**src/rtl/ips2l_pcie_dma_pkg.sv**
```systemverilog
// Shared definitions for the DMA memory-write TLP path.
// Contents:
//   - FSM state encoding used by the MWr TLP generator
//   - TLP fmt/type constants for memory writes
//   - mwr_hdr_t, the four header DWs (h0 is sent first, in tdata[31:0])
//   - dw_keep(r), the DW keep mask for r valid DWs (0..4)
package ips2l_pcie_dma_pkg;

  localparam logic [2:0] ST_IDLE  = 3'd0;
  localparam logic [2:0] ST_START = 3'd1;
  localparam logic [2:0] ST_HDR   = 3'd2;
  localparam logic [2:0] ST_DATA  = 3'd3;
  localparam logic [2:0] ST_TAIL  = 3'd4;
  localparam logic [2:0] ST_DONE  = 3'd5;

  localparam logic [2:0] FMT_MWR_3DW = 3'b010;
  localparam logic [2:0] FMT_MWR_4DW = 3'b011;
  localparam logic [4:0] TYPE_MEM    = 5'b0;

  typedef struct packed {
    logic [31:0] h3;
    logic [31:0] h2;
    logic [31:0] h1;
    logic [31:0] h0;
  } mwr_hdr_t;

  // Keep mask with the r lowest DW lanes set.
  function automatic logic [3:0] dw_keep(input logic [2:0] r);
    logic [3:0] keep;
    case (r)
      3'd0:    keep = 4'h0;
      3'd1:    keep = 4'h1;
      3'd2:    keep = 4'h3;
      3'd3:    keep = 4'h7;
      default: keep = 4'hF;
    endcase
    return keep;
  endfunction

endpackage

```
**src/rtl/ips2l_pcie_dma_mwr_hdr_build.sv**
```systemverilog
// Combinational MWr TLP header builder.
// Ports:
//   use_4dw   in   1  select 4DW header (64-bit address) instead of 3DW
//   length    in  10  payload length in DW
//   req_id    in  16  requester ID
//   tag       in   8  tag
//   dst_hi    in  32  destination address bits [63:32]
//   dst_lo    in  30  destination address bits [31:2]
//   hdr       out 128 header DWs h0..h3 (h3 only meaningful for 4DW)
module ips2l_pcie_dma_mwr_hdr_build
  import ips2l_pcie_dma_pkg::*;
(
  input  logic        use_4dw,
  input  logic [9:0]  length,
  input  logic [15:0] req_id,
  input  logic [7:0]  tag,
  input  logic [31:0] dst_hi,
  input  logic [29:0] dst_lo,
  output mwr_hdr_t    hdr
);

  logic [3:0] last_be;

  always_comb begin
    // A single-DW write must carry a zero last byte enable.
    last_be = (length == 10'd1) ? 4'h0 : 4'hF;
    hdr.h0  = {(use_4dw ? FMT_MWR_4DW : FMT_MWR_3DW), TYPE_MEM, 14'b0, length};
    hdr.h1  = {req_id, tag, last_be, 4'hF};
    hdr.h2  = use_4dw ? dst_hi : {dst_lo, 2'b00};
    hdr.h3  = {dst_lo, 2'b00};
  end

endmodule

```
**src/rtl/ips2l_pcie_dma_mwr_tlp_gen.sv**
```systemverilog
// Memory-write TLP generator. Accepts one DMA write request, starts the
// BAR-read controller, consumes its 128-bit data stream and emits a complete
// MWr TLP on the AXI-Stream master port, with 3DW or 4DW header. With a 3DW
// header the payload is shifted by one DW (DW0 rides with the header), so
// the upper three DWs of each read beat are carried into the next beat.
// Ports:
//   clk, rst                     clock, synchronous active-high reset
//   i_mwr_req .. i_tag           request (level, held until o_mwr_ack)
//   o_mwr_ack, o_mwr_done        one-cycle accept / completion pulses
//   o_rd_en .. o_tlp_tx          control to the read controller
//   i_gen_tlp_start, i_rd_data,
//   i_last_data                  data stream from the read controller
//   o_axis_master_*              AXI-Stream master to the PCIe core
module ips2l_pcie_dma_mwr_tlp_gen
  import ips2l_pcie_dma_pkg::*;
#(
  parameter bit FORCE_4DW = 1'b0
) (
  input  logic         clk,
  input  logic         rst,
  input  logic         i_mwr_req,
  input  logic [63:0]  i_mwr_src_addr,
  input  logic [63:0]  i_mwr_dst_addr,
  input  logic [9:0]   i_mwr_length,
  input  logic [15:0]  i_req_id,
  input  logic [7:0]   i_tag,
  output logic         o_mwr_ack,
  output logic         o_mwr_done,
  output logic         o_rd_en,
  output logic [9:0]   o_rd_length,
  output logic [63:0]  o_rd_addr,
  output logic         o_tx_hold,
  output logic         o_tlp_tx,
  input  logic         i_gen_tlp_start,
  input  logic [127:0] i_rd_data,
  input  logic         i_last_data,
  output logic         o_axis_master_tvalid,
  input  logic         i_axis_master_tready,
  output logic [127:0] o_axis_master_tdata,
  output logic [3:0]   o_axis_master_tkeep,
  output logic         o_axis_master_tlast
);

  logic [2:0]  state_q, state_d;
  logic        use_4dw_q, use_4dw_d;
  logic [9:0]  len_q, len_d;
  logic [63:0] src_q, src_d;
  logic [61:0] dst_q, dst_d;
  logic [15:0] req_id_q, req_id_d;
  logic [7:0]  tag_q, tag_d;
  logic [95:0] carry_q, carry_d;
  logic        ack_q, ack_d;
  logic        zdone_q, zdone_d;

  logic [2:0]  rem_dw;
  mwr_hdr_t    hdr;

  // Byte offset bits of the destination are meaningless for DW writes.
  logic unused_dst_lsb;
  assign unused_dst_lsb = ^i_mwr_dst_addr[1:0];

  ips2l_pcie_dma_mwr_hdr_build u_hdr_build (
    .use_4dw (use_4dw_q),
    .length  (len_q),
    .req_id  (req_id_q),
    .tag     (tag_q),
    .dst_hi  (dst_q[61:30]),
    .dst_lo  (dst_q[29:0]),
    .hdr     (hdr)
  );

  // DWs in the final read beat: ((len-1) mod 4) + 1.
  assign rem_dw = {1'b0, len_q[1:0] - 2'd1} + 3'd1;

  assign o_rd_length = len_q;
  assign o_rd_addr   = src_q;
  assign o_tx_hold   = !i_axis_master_tready;
  assign o_mwr_ack   = ack_q;
  assign o_mwr_done  = (state_q == ST_DONE) || zdone_q;
  assign o_rd_en     = (state_q == ST_START) || (state_q == ST_HDR) ||
                       (state_q == ST_DATA)  || (state_q == ST_TAIL);

  always_comb begin
    state_d   = state_q;
    use_4dw_d = use_4dw_q;
    len_d     = len_q;
    src_d     = src_q;
    dst_d     = dst_q;
    req_id_d  = req_id_q;
    tag_d     = tag_q;
    carry_d   = carry_q;
    ack_d     = 1'b0;
    zdone_d   = 1'b0;

    o_tlp_tx             = 1'b0;
    o_axis_master_tvalid = 1'b0;
    o_axis_master_tdata  = '0;
    o_axis_master_tkeep  = 4'h0;
    o_axis_master_tlast  = 1'b0;

    case (state_q)
      ST_IDLE: begin
        // ack_q guards against re-accepting the still-held request in the
        // cycle the ack pulse is visible.
        if (i_mwr_req && !ack_q) begin
          ack_d = 1'b1;
          if (i_mwr_length == 10'd0) begin
            zdone_d = 1'b1;
          end else begin
            use_4dw_d = FORCE_4DW || (i_mwr_dst_addr[63:32] != 32'd0);
            len_d     = i_mwr_length;
            src_d     = i_mwr_src_addr;
            dst_d     = i_mwr_dst_addr[63:2];
            req_id_d  = i_req_id;
            tag_d     = i_tag;
            state_d   = ST_START;
          end
        end
      end

      ST_START: begin
        state_d = ST_HDR;
      end

      ST_HDR: begin
        o_axis_master_tkeep = 4'hF;
        if (use_4dw_q) begin
          o_axis_master_tvalid = 1'b1;
          o_axis_master_tdata  = hdr;
          if (i_axis_master_tready) begin
            state_d = ST_DATA;
          end
        end else begin
          o_tlp_tx             = 1'b1;
          o_axis_master_tvalid = i_gen_tlp_start;
          o_axis_master_tdata  = {i_rd_data[31:0], hdr.h2, hdr.h1, hdr.h0};
          o_axis_master_tlast  = (len_q == 10'd1);
          if (i_axis_master_tready && i_gen_tlp_start) begin
            carry_d = i_rd_data[127:32];
            if (len_q == 10'd1) begin
              state_d = ST_DONE;
            end else if (i_last_data) begin
              // 2..4 DW payload: the only read beat went out with the header.
              state_d = ST_TAIL;
            end else begin
              state_d = ST_DATA;
            end
          end
        end
      end

      ST_DATA: begin
        o_tlp_tx             = 1'b1;
        o_axis_master_tvalid = i_gen_tlp_start;
        if (use_4dw_q) begin
          o_axis_master_tdata = i_rd_data;
          o_axis_master_tkeep = i_last_data ? dw_keep(rem_dw) : 4'hF;
          o_axis_master_tlast = i_gen_tlp_start && i_last_data;
          if (i_axis_master_tready && i_gen_tlp_start && i_last_data) begin
            state_d = ST_DONE;
          end
        end else begin
          o_axis_master_tdata = {i_rd_data[31:0], carry_q};
          o_axis_master_tkeep = 4'hF;
          o_axis_master_tlast = i_gen_tlp_start && i_last_data && (rem_dw == 3'd1);
          if (i_axis_master_tready && i_gen_tlp_start) begin
            carry_d = i_rd_data[127:32];
            if (i_last_data) begin
              state_d = (rem_dw == 3'd1) ? ST_DONE : ST_TAIL;
            end
          end
        end
      end

      ST_TAIL: begin
        // Flush the carried DWs; nothing is popped from the read controller.
        o_axis_master_tvalid = 1'b1;
        o_axis_master_tdata  = {32'b0, carry_q};
        o_axis_master_tkeep  = dw_keep(rem_dw - 3'd1);
        o_axis_master_tlast  = 1'b1;
        if (i_axis_master_tready) begin
          state_d = ST_DONE;
        end
      end

      ST_DONE: begin
        state_d = ST_IDLE;
      end

      default: begin
        state_d = ST_IDLE;
      end
    endcase
  end

  always_ff @(posedge clk) begin
    if (rst) begin
      state_q   <= ST_IDLE;
      use_4dw_q <= 1'b0;
      len_q     <= '0;
      src_q     <= '0;
      dst_q     <= '0;
      req_id_q  <= '0;
      tag_q     <= '0;
      carry_q   <= '0;
      ack_q     <= 1'b0;
      zdone_q   <= 1'b0;
    end else begin
      state_q   <= state_d;
      use_4dw_q <= use_4dw_d;
      len_q     <= len_d;
      src_q     <= src_d;
      dst_q     <= dst_d;
      req_id_q  <= req_id_d;
      tag_q     <= tag_d;
      carry_q   <= carry_d;
      ack_q     <= ack_d;
      zdone_q   <= zdone_d;
    end
  end

endmodule
```
**config.mk**
```make
export PLATFORM = sky130hd
export DESIGN_NAME = ips2l_pcie_dma_mwr_tlp_gen
export DESIGN_NICKNAME = d
export VERILOG_FILES = /design/src/rtl/ips2l_pcie_dma_pkg.sv /design/src/rtl/ips2l_pcie_dma_mwr_hdr_build.sv /design/src/rtl/ips2l_pcie_dma_mwr_tlp_gen.sv
export SDC_FILE = /design/constraint.sdc
export NUM_CORES = 1
export LEC_CHECK = 0
export CAP_MARGIN = 20
export CORE_AREA = 2 2 196 198
export DETAILED_ROUTE_END_ITERATION = 6
export DIE_AREA = 0 0 198 200
export GPL_TIMING_DRIVEN = 0
export SYNTH_ARGS = -nofsm -noshare
export SYNTH_HDL_FRONTEND = slang
export SYNTH_SLANG_ARGS = --single-unit
```
**constraint.sdc**
```tcl
create_clock -name clk -period 5 [get_ports clk]
set_clock_uncertainty 0.05 [all_clocks]
set_input_delay 1 -clock clk [delete_from_list [all_inputs] [get_ports clk]]
set_output_delay 1 -clock clk [all_outputs]
set_load 0.01 [all_outputs]
```
# Word level (Yosys, flattened, before mapping)
# Cells that the tools add are included.
# W data, S select, Z words.
# op_classes
n_reduce_logical	22
n_addsub	3
n_eq_ne	20
n_bitwise	4
muxes	34
# ops
op	count
$pmux W128 S3	1
$mux W128	2
$mux W3	12
$mux W32	1
$pmux W4 S4	2
$reduce_bool A32 Y1	1
$eq A3 B2 Y1 const B	6
$pmux W3 S5	1
$mux W4	3
$pmux W4 S3	1
$eq A10 B1 Y1 const B	1
$logic_not A10 Y1	1
$eq A3 B1 Y1 const B	3
$logic_not A3 Y1	3
$ne A3 B2 Y1 const B	3
$mux W1	8
$reduce_and A8 Y1	1
$eq A3 B3 Y1 const B	2
$ne A2 B2 Y1 const B	3
$ne A3 B3 Y1 const B	2
$pmux W1 S3	2
$reduce_and A3 Y1	2
$logic_and A1 B1 Y1	5
$logic_or A1 B1 Y1	4
8 further kinds	13
# totals
word_cells	93
regBits	262
inputBits	296
out_inout_bits	213

# Logic depth before layout (Yosys ltp)
# depth
word_depth	8
ltp_mapped	7
depth_no_buf	6

# Cells and area by module
# From an unflattened synthesis, not the netlist that was laid out.
# unflattened
cells_unflattened	1717
hier_area_um2	13307.8
# modules_own_cells
mod	instances	seq_area_each_um2	area_each_um2	cells_per_inst
ips2l_pcie_dma_mwr_tlp_gen	1	5245.0	12042.8	1580
ips2l_pcie_dma_mwr_hdr_build	1	0.0	1265.0	137

# Least setup slack after synthesis
# No wires, ideal clock.
# synth_timing
path_kind	flip-flop to output port
start	register state_q[2]
end	output port o_axis_master_tdata[49]
n_path_buf	3
t_arrival_ps	1801
setup_slack_ps	2149
t_required_ps	3950
stages_incl_launch_ff	8
path_cell_list	dfxtp_1 -> nand2b_1 -> buf_2 -> nor2_1 -> clkbuf_1 -> buf_1 -> a222oi_1 -> inv_1
# synth_between
elab_chain_cells	2
elab_cells_between_ends	4
classes_between	3 x eq/ne; 1 x mux
# synth_lines
item	line_no	rtl
start, declared	ips2l_pcie_dma_mwr_tlp_gen.sv:44	logic [2:0] state_q, state_d;
start signal, assigned	ips2l_pcie_dma_mwr_tlp_gen.sv:209	state_q <= state_d;
$eq A3 B3 Y1 or $eq A3 B2 Y1 (tied branches)	ips2l_pcie_dma_mwr_tlp_gen.sv:101	case (state_q)
$pmux W128 S3 (*)	ips2l_pcie_dma_mwr_tlp_gen.sv:101	
end, declared	ips2l_pcie_dma_mwr_tlp_gen.sv:39	output logic [127:0] o_axis_master_tdata,
# Mark *: on every way between the ends. The rest lies on a longest branch, timed or not.

# Worst setup path after layout
# layout_timing
start	register state_q[1]
end	output port o_axis_master_tdata[67]
# The elaborated chain is that of the path after synthesis.

==> results <==
-- state kept, by name, indices dropped and copies added, names as in the netlist --
| name | cells |
|---|---|
| o_rd_addr | 64 |
| dst_q | 62 |
| zdone_q | 1 |
| carry_q | 96 |
| tag_q | 8 |
| use_4dw_q | 1 |
| o_rd_length | 10 |
| o_mwr_ack | 1 |
| state_q | 3 |
| req_id_q | 16 |
-- logic make-up (layout without fill, tap and decap cells) --
kind of cell               count (synthesis)  in the layout  synth area share, %
adders and majority gates                  4              4                0.417
buffers and inverters                    249            809                 8.79
AOI/OAI and AO/OA                        564            564                 29.0
other                                      0              4                    0
DFF                                      262            262                 43.7
muxes                                      3              3                0.271
and+or+nand+nor                          476            476                 17.8
-- cell type report --
type,count,area (um^2),share of cell area (%)
multi-input combinational,1047,5710,30.5
sequential,262,5250,28.0
timing repair buffer,505,5050,27.0
clock buffer,45,918,4.91
buffer,176,788,4.21
tap,511,639,3.41
inverter,73,274,1.46
clock inverter,10,85.1,0.454
antenna,4,10.0,0.0535
-- synthesized netlist by cell type, drive strengths merged --
master and instances:
nand2b 3, o21bai 1, a31oi 2, nand4 4
o221a 1, nor4 12, o211ai 2, nor2 11
a222oi 96, buf 60, nand3b 2, a21oi 259
mux2 2, ha 4, nor3b 3, mux2i 1
a311o 1, o41ai 2, or4 3, and4b 1
nand2 265, a211oi 1, dfxtp 262, o221ai 2
nor4bb 1, nor2b 5, and3 1, and2 1
or3b 2, o21ai 162, nor3 4, a22o 22
clkbuf 116, a32o 1, a221o 10, nand3 158
a31o 1, inv 73, a2111oi 1
-- final timing paths --
path	start	endpoint	slack (ns)	cells past startpoint
max reg2reg	state_q[2]	o_rd_length[1]	2.12	7
min	carry_q[52]	carry_q[52]	0.41	2
max	state_q[1]	o_axis_master_tdata[67]	0.1	7
min reg2reg	carry_q[52]	carry_q[52]	0.41	2
-- power by group --
part	internal [uW]	switching [uW]
Clock	1310	936
Combinational	1120	1530
Sequential	2390	284
Total	4830	2750
-- per-stage QoR --
step / hold slack, ns / setup slack (ns) / instance area (um^2) / total power, uW / instances
after detailed placement: 0.396 / 0.710 / 17700 / 5310 / 2574
after CTS: 0.404 / 0.0894 / 18700 / 7550 / 2629
after global routing: 0.418 / 0.0276 / 18700 / 7860 / 2631
after floorplan: 0.386 / 2.15 / 12000 / 3810 / 1558
final: 0.405 / 0.0963 / 18700 / 7580 / 2633
after global placement: 0.391 / 0.645 / 17700 / 5290 / 2574
-- what timing repair did --
action	CTS	global route
setup endpoints to repair	0	30
resized for setup	0	10
setup buffers	0	0
-- tightest hold or removal path, cell delays in order, from the launching register on --
cell,delay [ns]
dfxtp_1,0.31
nand2_1,0.05
a21oi_1,0.05
-- per-layer routing --
metal  vias up  global-route usage [%]  share of wire [%]
met5         -                       0               0.13
met4        14                    13.8                4.5
met3       158                    9.21                 12
met2       964                    57.8                 47
met1      7155                    39.6                 37
li1       6708                       -                  -
==> flow_summary.json <==
{
  "status": "finished with violations",
  "violations": "design-rule violations",
  "die_w_um": 198,
  "route.detailed.drc": 7,
  "most-common-layout-cells": "clkdlybuf4s50_1, nand2_1, dfxtp_1",
  "drive_above_1_share_pct": 4.91,
  "netlist.top_cell.by_area": "dfxtp_1",
  "io_buffers": 505,
  "clk_latency_ns": 0.56,
  "avgSynthCellArea_um2": 7.71,
  "clockRootBuffer": "clkbuf_16",
  "grt_pass1_wl_um": 97500,
  "ctsHoldBuffers": 0,
  "grt_max_degree": 15,
  "cap_violations": 0,
  "synth_top_area_share_pct": 43.7,
  "drt-pass1-iter-count": 7,
  "crit_family": "buffers and inverters",
  "fin_nets": 2395,
  "ir_drop_mv": 0.286,
  "core_area_um2": 37400,
  "final_core_utilization_pct": 50.1,
  "ys_seq_area_share_pct": 43.7,
  "final_common_cell": "clkdlybuf4s50_1",
  "cellLeakagePower_uw": 0.00687,
  "routedWlPerCell_um": 26.4,
  "drt-total-wl_um": 69400,
  "place_congestion": 0.955,
  "critical_path.startpoint_type": "flop",
  "grt_antenna_before_repair": 12,
  "yosysUniqueCellTypes": 47,
  "netlist_area_um2": 12000,
  "cpMaxStageDelayCell": "clkbuf_1",
  "initial_utilization_pct": 32.1,
  "path_cells": "clkbuf_1, nor4bb_1, clkbuf_1, clkbuf_1, a222oi_1, nand2_1, clkdlybuf4s50_1",
  "finalCritPeriodShare_pct": 98.1,
  "yosysWarnings": 0,
  "setup_viol": 0,
  "crit_buf_inv": 4,
  "design.die.area_um2": 39600,
  "slowest_delay_ns": 0.61,
  "rows": 71,
  "die_y_um": 200,
  "syn_to_final_growth_pct": 56.0,
  "power.density_nw_per_um2": 405,
  "synth.area.top_cells": "dfxtp_1, a21oi_1, nand2_1, a222oi_1, o21ai_0",
  "slew_headroom_pct": 35.3,
  "cp-end-kind": "output pin",
  "critical_path_class": "flop to output pin",
  "cts.path.max_buffers": 3,
  "critPathMostFrequentCell": "clkbuf_1",
  "clock_sinks": 262,
  "fmax_mhz": 204,
  "grt-ovfl-total": 0,
  "cts_tree": "built",
  "min_period_ns": 4.90,
  "drv_slew": 0,
  "syn_nets": 1858,
  "syn_inst": 1558,
  "cts_made_buffers": 30,
  "crit_arrival_ns": 3.85,
  "grt_pass1_vias": 14619,
  "hp-class": "flop to flop",
  "cp.required_ns": 3.95,
  "finalSetupTns_ns": 0,
  "path_max_fanout": 10,
  "ios": 509,
  "grt_use_total_pct": 33.6,
  "clkTransAtPathRegs_ns": 0.06,
  "rsz0062_at_grt": "false",
  "drtAntennaViolNets": 0,
  "fillCellCount": 3722,
  "num_vias": 14999,
  "worst_pin_slew_ns": 0.970,
  "htreeDepth": 1,
  "vias_per_cell": 5.70,
  "drtIter0Drc": 1771,
  "dp_hpwl_um": 54800,
  "hold_viol": 0,
  "synth_seq_cells": 262
}
Note: power is estimated with default switching activity, not from simulation.
